## config.mk

```make
export PLATFORM = sky130hd
export DESIGN_NAME = psk_symbol_sequencer
export DESIGN_NICKNAME = d
export VERILOG_FILES = /design/src/rtl/psk_symbol_sequencer.sv
export SDC_FILE = /design/constraint.sdc
export NUM_CORES = 1
export LEC_CHECK = 0
export CORE_AREA = 2 2 56 58
export DETAILED_ROUTE_END_ITERATION = 16
export DIE_AREA = 0 0 58 60
export PLACE_DENSITY = 0.84
export REMOVE_ABC_BUFFERS = 1
export SLEW_MARGIN = 15
export SYNTH_ARGS = -nofsm -noshare
export SYNTH_HDL_FRONTEND = slang
export SYNTH_SLANG_ARGS = --single-unit
```

## constraint.sdc

```tcl
create_clock -name clk -period 1.79 [get_ports clk]
set_input_delay 0.358 -clock clk [delete_from_list [all_inputs] [get_ports clk]]
set_output_delay 0.358 -clock clk [all_outputs]
set_load 0.005 [all_outputs]
```

## src/rtl/psk_symbol_sequencer.sv

```systemverilog
// psk_symbol_sequencer
// Accepts BPSK/QPSK symbols over valid/ready, maps each one to a starting
// carrier quadrant, then walks the per-quarter sample counter and quadrant
// so the phase accumulator and waveform LUT can produce the carrier.
// Symbols that arrive on the final sample of the previous symbol follow it
// with no idle cycle in between.

module psk_symbol_sequencer #(
  parameter int CNT_W       = 6,
  parameter int QUARTER_LEN = 64,
  parameter int CYC_PER_SYM = 1
) (
  input  logic             clk,
  input  logic             rst,
  input  logic             mode,
  input  logic             run_en,
  input  logic             abort,
  input  logic             sym_valid,
  input  logic [1:0]       sym_data,
  output logic             sym_ready,
  output logic [CNT_W-1:0] sample_idx,
  output logic             clr_bit,
  output logic             en_bit,
  output logic             sign,
  output logic             phase,
  output logic             sym_done,
  output logic             busy,
  output logic             underrun
);

  typedef enum logic {
    IDLE = 1'b0,
    RUN  = 1'b1
  } state_t;

  localparam logic [CNT_W-1:0] LAST_IDX = CNT_W'(QUARTER_LEN - 1);
  localparam logic [5:0]       LAST_QTR = 6'(4 * CYC_PER_SYM - 1);

  state_t           state_q, state_d;
  logic [CNT_W-1:0] idx_q, idx_d;
  logic [5:0]       qtr_q, qtr_d;
  logic [1:0]       quad_q, quad_d;
  logic             clr_q, clr_d;
  logic             en_q, en_d;
  logic             done_q, done_d;
  logic             busy_q, busy_d;
  logic             underrun_q, underrun_d;

  logic [CNT_W-1:0] idx_step;
  logic [5:0]       qtr_step;
  logic [1:0]       quad_step;
  logic [1:0]       start_quad;
  logic             last_sample;
  logic             step_is_last;
  logic             accept;

  // The final sample of a symbol is the last index of the last quarter.
  assign last_sample = (state_q == RUN) && (idx_q == LAST_IDX) && (qtr_q == LAST_QTR);

  // Ready in IDLE, or on the final sample when that sample is actually
  // advancing; abort and reset both block acceptance.
  assign sym_ready = rst && !abort && ((state_q == IDLE) || (last_sample && run_en));
  assign accept    = sym_valid && sym_ready;

  // Starting quadrant: BPSK uses bit 0 as a 0/180 degree choice, QPSK
  // treats the symbol as Gray code so adjacent quadrants differ in one bit.
  always_comb begin
    start_quad = 2'd0;
    if (mode) begin
      start_quad = {sym_data[1], sym_data[1] ^ sym_data[0]};
    end else begin
      start_quad = sym_data[0] ? 2'd2 : 2'd0;
    end
  end

  // One sample of progress: the index wraps at the end of a quarter and
  // carries into both the quarter count and the quadrant (mod 4).
  always_comb begin
    idx_step  = idx_q + CNT_W'(1);
    qtr_step  = qtr_q;
    quad_step = quad_q;
    if (idx_q == LAST_IDX) begin
      idx_step  = '0;
      qtr_step  = qtr_q + 6'd1;
      quad_step = quad_q + 2'd1;
    end
  end

  // sym_done is registered, so it is raised on the step that lands on the
  // final sample and is therefore visible throughout that sample.
  assign step_is_last = (idx_step == LAST_IDX) && (qtr_step == LAST_QTR);

  // Next-state and next-output logic; abort outranks accept, which outranks
  // the normal run/stall behaviour.
  always_comb begin
    state_d    = state_q;
    idx_d      = idx_q;
    qtr_d      = qtr_q;
    quad_d     = quad_q;
    clr_d      = clr_q;
    en_d       = en_q;
    done_d     = done_q;
    busy_d     = busy_q;
    underrun_d = underrun_q;

    if (abort) begin
      state_d    = IDLE;
      idx_d      = '0;
      qtr_d      = 6'd0;
      quad_d     = 2'd0;
      clr_d      = 1'b0;
      en_d       = 1'b0;
      done_d     = 1'b0;
      busy_d     = 1'b0;
      underrun_d = 1'b0;
    end else if (accept) begin
      state_d = RUN;
      idx_d   = '0;
      qtr_d   = 6'd0;
      quad_d  = start_quad;
      clr_d   = 1'b1;
      en_d    = 1'b1;
      done_d  = 1'b0;
      busy_d  = 1'b1;
    end else begin
      case (state_q)
        IDLE: begin
          idx_d  = '0;
          qtr_d  = 6'd0;
          quad_d = 2'd0;
          clr_d  = 1'b0;
          en_d   = 1'b0;
          done_d = 1'b0;
          busy_d = 1'b0;
        end
        RUN: begin
          if (!run_en) begin
            en_d   = 1'b0;
            done_d = 1'b0;
          end else if (last_sample) begin
            state_d    = IDLE;
            idx_d      = '0;
            qtr_d      = 6'd0;
            quad_d     = 2'd0;
            clr_d      = 1'b0;
            en_d       = 1'b0;
            done_d     = 1'b0;
            busy_d     = 1'b0;
            underrun_d = 1'b1;
          end else begin
            idx_d  = idx_step;
            qtr_d  = qtr_step;
            quad_d = quad_step;
            clr_d  = 1'b0;
            en_d   = 1'b1;
            done_d = step_is_last;
          end
        end
        default: begin
          state_d = IDLE;
        end
      endcase
    end
  end

  // State and output registers, cleared asynchronously by the active-low reset.
  always_ff @(posedge clk or negedge rst) begin
    if (!rst) begin
      state_q    <= IDLE;
      idx_q      <= '0;
      qtr_q      <= 6'd0;
      quad_q     <= 2'd0;
      clr_q      <= 1'b0;
      en_q       <= 1'b0;
      done_q     <= 1'b0;
      busy_q     <= 1'b0;
      underrun_q <= 1'b0;
    end else begin
      state_q    <= state_d;
      idx_q      <= idx_d;
      qtr_q      <= qtr_d;
      quad_q     <= quad_d;
      clr_q      <= clr_d;
      en_q       <= en_d;
      done_q     <= done_d;
      busy_q     <= busy_d;
      underrun_q <= underrun_d;
    end
  end

  assign sample_idx = idx_q;
  assign clr_bit    = clr_q;
  assign en_bit     = en_q;
  assign sign       = quad_q[1];
  assign phase      = quad_q[0];
  assign sym_done   = done_q;
  assign busy       = busy_q;
  assign underrun   = underrun_q;

endmodule
```

==> impl_metrics.tcl, run 1 <==
set metrics [dict create \
    run_status "finished with violations" \
    violations "setup timing" \
    dr.pass1.iters 5 \
    cts_buffers 3 \
    drt_iter0_drc 68 \
    chipHeight_microns 60 \
    yosys.area.top_type "dfrtp_1" \
    dpl.hpwl_microns 2840 \
    antennaDiodeCount 0 \
    maxSlewViolCount 0 \
    place_congestion 0.894 \
    postRouteAntennaNets 0 \
    grt_max_degree 14 \
    ios 22 \
    final_cells 228 \
    synth_cells 142 \
    insertion_delay_ns 0.32 \
    maxCapViolCount 0 \
    path_clk_slew_ns 0.13 \
    crit_required_ns 1.43 \
    dp.cells 222 \
    fin_setup_tns_ns -0.180 \
    crit_path_start_kind "flip-flop" \
    synthesis.area_sq_um 1310 \
    setup_violations 1 \
    p_leak_nw 0.782 \
    holdWs_ns 0.384 \
    grt_pass1_vias 1463 \
    drt_wl_total_microns 3960 \
    synthTopCellsByArea "dfrtp_1 (38%), nand2_1 (6.9%), a21oi_1 (3.1%)" \
    pwr_density_cell_nw_per_um2 464 \
    post_drt_wl_per_cell_microns 17.4 \
    yosysTopAreaCellShare_pct 38.4 \
    hold_viol 0 \
    crit_path_end_kind "output port" \
    crit_arrival_ns 1.61 \
    drive_gt1_share_pct 29.7 \
    portBuffers 21 \
    final_common_cell "buf_4" \
    setup_ws_ns -0.180 \
    critical_path_class "flip-flop to output port" \
    vias 1385 \
    synthFlopType "dfrtp_1" \
    cts_root_buffer "clkbuf_4" \
    grt_pass1_wl_microns 6560 \
    max-slew-margin-rel_pct 75.2 \
    avgSynthCellArea_sq_um 9.19 \
    overflow 0 \
    ys_ff_latch 20 \
    wl_met3_microns 274 \
    track_usage_pct 24.9 \
    hold_path_class "input pin to asynchronous set/reset pin" \
    initial_utilization_pct 45.0 \
    core_sq_um 2900 \
    drc_errors 0 \
    ys.warnings.count 0 \
    row_count 20 \
    yosysSeqAreaShare_pct 38.4 \
    antenna_found_initial 0 \
    synth_cell_types 52 \
    async_flop_share_pct 100 \
    synth_edf_count 0 \
    layout_common_cells "buf_4 (32), nand2_1 (23), dfrtp_1 (20), clkdlybuf4s50_1 (20), a21oi_1 (7)" \
    fmax_mhz 508 \
    cp_max_fo 2 \
    cts_sinks 20 \
    cts_tree "done" \
    nets 207 \
    cts_hold_buf 0 \
    met1_length_microns 1430 \
    finalClockSkew_ns 0.00154 \
    period_needed_ns 1.97 \
    die_x_microns 58 \
    area_growth_pct 40.6 \
    die-area_sq_um 3480 \
    vias_per_cell 6.07 \
    min_period_over_period_pct 110 \
    worst_pin_slew_ns 0.372 \
    htreeDepth 1 \
    clk_path_buf_depth 2 \
    routed-wl-met2_microns 2060 \
    rsz0062_at_grt "true" \
    routed.top_layer "met4" \
    peakVddDrop_uv 429 \
]
[metrics by stage]
step,setup WS (ns),utilization [%],instance area (sq um),total power [mW]
5_1_grt,-0.263,63.2,1830,0.875
4_1_cts,-0.173,62.5,1820,0.852
6_report,-0.180,63.2,1830,0.851
3_3_place_gp,-0.551,60.2,1750,0.567
3_5_place_dp,-0.553,60.2,1750,0.572
2_1_floorplan,-0.0944,-,1250,0.500
[where the power goes]
group          internal (mW)  switching [mW]
sequential             0.458         0.00415
combinational         0.0537          0.0488
clock                  0.125           0.162
[layout make-up]
cell class,count,area [sq um]
multi-input cells,109,754
repair buffers,56,479
inverters,6,22.5
flip-flops and latches,20,500
clock buffers,4,36.3
well taps,33,41.3
fillers,235,1070
[synthesized netlist by cell type, types with 2 or more instances]
cell type / instances
and2_1: 2
nor3_1: 5
a21oi_1: 8
buf_6: 3
o31ai_1: 2
mux2i_1: 2
nor2_1: 3
nand3_1: 5
dfrtp_1: 20
inv_1: 6
buf_4: 2
xor2_1: 3
ha_1: 3
nand4_1: 5
nand2_1: 24
o21ai_0: 7
nand4b_1: 2
and2_2: 2
o211ai_1: 5
[cell families after synthesis]
family	share of synthesized area, %
xor+xnor	2.69
flops	38.4
simple gates	28.3
fa+ha+maj	2.88
buf+inv	6.13
mux	1.53
compound gates	20.1
[what timing repair did]
action | 4_1_cts | 5_1_grt
pin swaps | 9 | 9
buffers inserted | 3 | 1
gates resized for setup | 11 | 7
endpoints found under the setup margin | 3 | 10
hold endpoints to repair | 0 | 0
[worst max-delay path, cell delays in order, from the launching register on]
cell	delay, ns
dfrtp_1	0.43
nor4_4	0.32
nand4_1	0.18
nand2_1	0.11
and3_1	0.14
buf_2	0.10
[worst paths after layout]
check,endpoint,slack (ns),from,depth (start not counted)
max,sym_ready,-0.18,qtr_q[2]$_DFFE_PN0P_,5
min,sample_idx[0]$_DFFE_PN0P_,0.38,rst,2
max reg2reg,sym_done$_DFF_PN0_,0,sample_idx[1]$_DFFE_PN0P_,6
min reg2reg,clr_bit$_DFFE_PN0P_,0.50,clr_bit$_DFFE_PN0P_,1
max in group asynchronous,qtr_q[4]$_DFFE_PN0P_,1.12,rst,3
min in group clk,clr_bit$_DFFE_PN0P_,0.50,clr_bit$_DFFE_PN0P_,1
[routing by layer]
metal / up-vias / global-route usage, %
met1: 646 / 27.2
met4: 0 / 16.3
li1: 634 / -
met5: - / 0
met2: 83 / 44.5
met3: 22 / 4.33
Note: power is estimated with default switching activity, not from simulation.
==> run 2: changes to the inputs <==
- CORE_AREA: 2 2 56 58 -> 2 2 54 56
- DIE_AREA: 0 0 58 60 -> 0 0 56 58
- PLACE_DENSITY: 0.84 -> 0.86
- RECOVER_POWER: unset -> 100
- clock period: 1.79 -> 2.14 ns (I/O delays scaled with it)
==> impl_metrics.tcl, run 2 (synthesized netlist as in run 1, its figures left out) <==
set metrics [dict create \
    run_status "completed" \
    setup_violations 0 \
    track_usage_pct 22.5 \
    peakVddDrop_uv 452 \
    rrSetupSlack_ns 0.11 \
    antenna_found_initial 0 \
    holdWs_ns 0.511 \
    layout_common_cells "nand2_1 (24), dfrtp_1 (19), buf_4 (16)" \
    final_util_pct 63.8 \
    row_count 19 \
    worst_pin_slew_ns 0.602 \
    setup_ws_ns 0.0762 \
    place_congestion 0.874 \
    final_cells 214 \
    fillCellCount 220 \
    die-area_sq_um 3250 \
    crit_path_end_kind "output port" \
    area_growth_pct 30.1 \
    path_clk_slew_ns 0.12 \
    drc_errors 0 \
    hold_path_class "flip-flop to flip-flop" \
    grt_pass1_wl_microns 5760 \
    critical-path-max-stage-delay_ns 0.58 \
    p_leak_nw 0.765 \
    portBuffers 21 \
    p_clk_share_pct 41.2 \
    pwr_density_cell_nw_per_um2 454 \
    hold_viol 0 \
    cts_buffers 3 \
    crit_path_start_kind "flip-flop" \
    overflow 0 \
    final_common_cell "nand2_1" \
    maxCapViolCount 0 \
    vias_per_cell 6.14 \
    cts_hold_buf 0 \
    crit_arrival_ns 1.64 \
    critical_path_class "flip-flop to output port" \
    dr.pass1.iters 4 \
    htreeDepth 1 \
    cts_tree "done" \
    dpl.hpwl_microns 2570 \
    drive_gt1_share_pct 19.1 \
    p_seq_share_pct 50.3 \
    period_needed_ns 2.06 \
    max-slew-margin-rel_pct 59.9 \
    clk_path_buf_depth 2 \
    dpl-instance-area_sq_um 1640 \
    finalClockSkew_ns 0.00840 \
    cp_max_fo 9 \
    place_ws_ns -0.312 \
    postRouteAntennaNets 0 \
    min_period_over_period_pct 96.4 \
    worstPathCellList "clkbuf_1 > clkdlybuf4s50_1" \
    slowest_stage "clkdlybuf4s50_1" \
    dp.cells 206 \
    core_sq_um 2660 \
    initial_utilization_pct 49.0 \
    post_drt_wl_per_cell_microns 16.0 \
    drt_iter0_drc 47 \
    p_sw_mw 0.167 \
    cts_sinks 20 \
    nets 195 \
    crit_required_ns 1.71 \
    grt_max_degree 14 \
    chipHeight_microns 58 \
    p_int_mw 0.604 \
    timing.critical_path.buf_inv 2 \
    final_area_sq_um 1700 \
    antennaDiodeCount 0 \
    cts_root_buffer "clkbuf_4" \
    vias 1314 \
    pwr-share-comb_pct 8.5 \
    insertion_delay_ns 0.32 \
    rsz0062_at_grt "false" \
    die_x_microns 56 \
    fmax_mhz 485 \
    p_sw_share_pct 21.7 \
    ios 22 \
    maxSlewViolCount 0 \
    cp_top_family "buffers and inverters" \
    drt_wl_total_microns 3430 \
    grt_pass1_vias 1255 \
]
==> run 2: worst register-to-register path, stage by stage, from the launching register on <==
cell and delay [ns]:
dfrtp_1 0.40, ha_1 0.21, buf_4 0.17, a21oi_1 0.23, o211ai_1 0.13, a2111o_1 0.45, a2111oi_2 0.34
==> run 2: per-stage QoR <==
step                      total power, mW  setup TNS (ns)
after global routing                0.796               0
after detailed placement            0.468          -0.312
after floorplan                     0.418               0
after global placement              0.465          -0.310
final                               0.771               0
after CTS                           0.781               0
==> run 2: layer usage <==
metal	vias up	track usage, %	share of wire (%)
met5	-	0	0
met4	0	10.9	1.8
met3	6	2.90	6.0
met2	59	38.8	51
met1	636	28.0	42
li1	613	-	-
==> run 2: final timing paths <==
| kind | depth (start not counted) | start | endpoint |
|---|---|---|---|
| min in group asynchronous | 2 | rst | qtr_q[1]$_DFFE_PN0P_ |
| hold reg to reg | 1 | clr_bit$_DFFE_PN0P_ | clr_bit$_DFFE_PN0P_ |
| hold / removal | 1 | clr_bit$_DFFE_PN0P_ | clr_bit$_DFFE_PN0P_ |
| setup / recovery | 2 | sample_idx[5]$_DFFE_PN0P_ | sample_idx[5] |
| setup reg to reg | 6 | sample_idx[0]$_DFFE_PN0P_ | sym_done$_DFF_PN0_ |
| max in group asynchronous | 2 | rst | qtr_q[4]$_DFFE_PN0P_ |
==> run 2: power by group through the flow <==
stage	clock, mW	combinational [mW]	sequential, mW
after global placement	0	0.0700	0.395
after global routing	0.334	0.0735	0.389
after floorplan	0	0.0228	0.395
after CTS	0.321	0.0717	0.388
after detailed placement	0	0.0723	0.395
final	0.318	0.0657	0.388
==> run 2: repair_timing <==
item                                    4_1_cts  5_1_grt
endpoints found under the setup margin        1        1
gates cloned                                  0        0
setup buffers                                 2        2
pin swaps                                     4        4
gates resized for setup                       7        1
==> run 2: final cells by class <==
| type | instances | area [sq um] | share of cell area [%] |
|---|---|---|---|
| multi-input cells | 109 | 722 | 42.5 |
| repair buffers | 44 | 360 | 21.2 |
| clock buffers | 3 | 22.5 | 1.33 |
| clock inverters | 1 | 30.0 | 1.77 |
| flip-flops and latches | 20 | 502 | 29.6 |
| inverters | 6 | 22.5 | 1.33 |
| well taps | 31 | 38.8 | 2.28 |
==> patch (flow settings as in run 1) <==
Change the parameter `CNT_W` from 6 to 12.
--- a/src/rtl/psk_symbol_sequencer.sv
+++ b/src/rtl/psk_symbol_sequencer.sv
@@ -8,3 +8,3 @@
 module psk_symbol_sequencer #(
-  parameter int CNT_W       = 6,
+  parameter int CNT_W       = 12,
   parameter int QUARTER_LEN = 64,
Ports: changed (resized sample_idx); port bits go from 22 to 28. The function was not compared with the original's and may differ.
==> patch against run 1 <==
  * The flow still finishes with violations (setup timing)
  * Synthesized cell count rose by 37%
  * Routed wire length rose by 82%
  * Sequential cell count rose by 6
  * Area after synthesis rose by 29%
  * Critical path type unchanged
  * Fmax fell by 14%
  * Power rose by 38%
  * Design area rose by 42%
  * Setup slack got worse by 0.31 ns
==> patch: results (changes against run 1) <==
Run status
  • Status: finished, violations left
  • Failing checks: setup timing

Finish
  • Filler instances: 121 (-49%)
  • Number of multi-input logic gates: 153 (+40%)
  • Non-Filler Instances: 305 (+34%)
  • Final instance area: 2600 µm² (+42%)
  • Seq area share: 0.250 (-0.0229)
  • Layout cell share with drive strength beyond 1: 0.346 (+0.0482)
  • Signal buffers: 84 (+50%)
  • Clock-cell share: 0.0202 (+0.000411)
  • Inverters: 5 (-1)
  • Clock buffers: 3 (-1)

Routing
  • Vias post-DR: 2086 (+51%)
  • Met3 wire length: 864 µm (+220%)
  • Met1 wire length: 2490 µm (+74%)
  • WL final: 7200 µm (+82%)
  • Met2 WL: 3340 µm (+62%)

Yosys
  • Post-synthesis xor/xnor area fraction: 0.0418 (+0.0149)
  • Multiplexer share of the synthesized area: 0.0186 (+0.00330)
  • Ranking of synthesized cells by area: dfrtp_1, nand2_1, nor2_1, a21oi_1, xnor2_1
  • Seq/Total Area, Yosys: 0.388 (+0.00426)
  • Top cells by count, synth: dfrtp_1, nand2_1, nor2_1
  • Syn Area/Cell: 8.65 µm² (-5.9%)
  • Cell variety after synth: 48 (-7.7%)

Pwr
  • Worst vdd ir: 0.000546 V (+27%)
  • Power Internal: 884 µW (+39%)
  • Lkg Pwr: 1.13 nW (+45%)

Clock tree
  • Clock sink count: 26 (+30%)
  • Clk_lat worst skew: 0.35 ns (+0.03 ns)
  • Worst-path clk slew: 0.16 ns (+0.03 ns)

STA
  • Worst hold slack: 0.421 ns (+0.0372 ns)
  • Setup WS post-layout: -0.492 ns (-0.312 ns)
  • Relative slew margins: 0.675 (-0.0769)
  • Count of final setup violators: 20 (+19)
  • Setup tns final: -2.99 ns (-2.81 ns)

Placement
  • Post-Place Setup Slack: -0.390 ns (+0.162 ns)
  • DP Area: 2280 µm² (+30%)
  • HPWL after DPL: 3550 µm (+25%)

Global route
  • Global Route met2 Usage: 0.532 (+0.0877)
  • GRT Overall Usage: 0.328 (+0.0790)
  • Largest net degree at the start of global routing: 18 (+4)
  • Met1 GRT Util: 0.433 (+0.161)
  • Met3 Resource Use GR: 0.0281 (-0.0152)
  • First-pass GRT wire length: 8560 µm (+31%)

Setup path
  • Register-to-Register Setup Slack: -0.29 ns (-0.29 ns)
  • WP data arrival: 1.92 ns (+0.31 ns)
  • Worst reg2reg path endpoint: quad_q[0]
[patch: what timing repair did]
action / in CTS / in global routing
resized for setup: 22 / 37
setup endpoints to repair: 12 / 21
hold endpoints to repair: 0 / 0
buffers inserted: 2 / 10
pin swaps: 6 / 10
[patch: how the worst max path moves through the flow]
stage | slack, ns | startpoint | to
global route | -0.52 | sample_idx[7] | sym_ready
detailed placement | -0.39 | sample_idx[7] | sym_ready
global placement | -0.35 | qtr_q[3] | sym_ready
floorplan | -0.28 | sample_idx[0] | sym_ready
finish | -0.49 | sample_idx[7] | sym_ready
CTS | -0.32 | sample_idx[8] | sym_ready
[patch: power groups by stage]
stage          registers [mW]  clock network [mW]  logic [mW]
2_1_floorplan           0.612                   0      0.0326
3_3_place_gp            0.610                   0       0.112
3_5_place_dp            0.610                   0       0.117
4_1_cts                 0.599               0.430       0.118
5_1_grt                 0.601               0.448       0.147
6_report                0.600               0.434       0.141
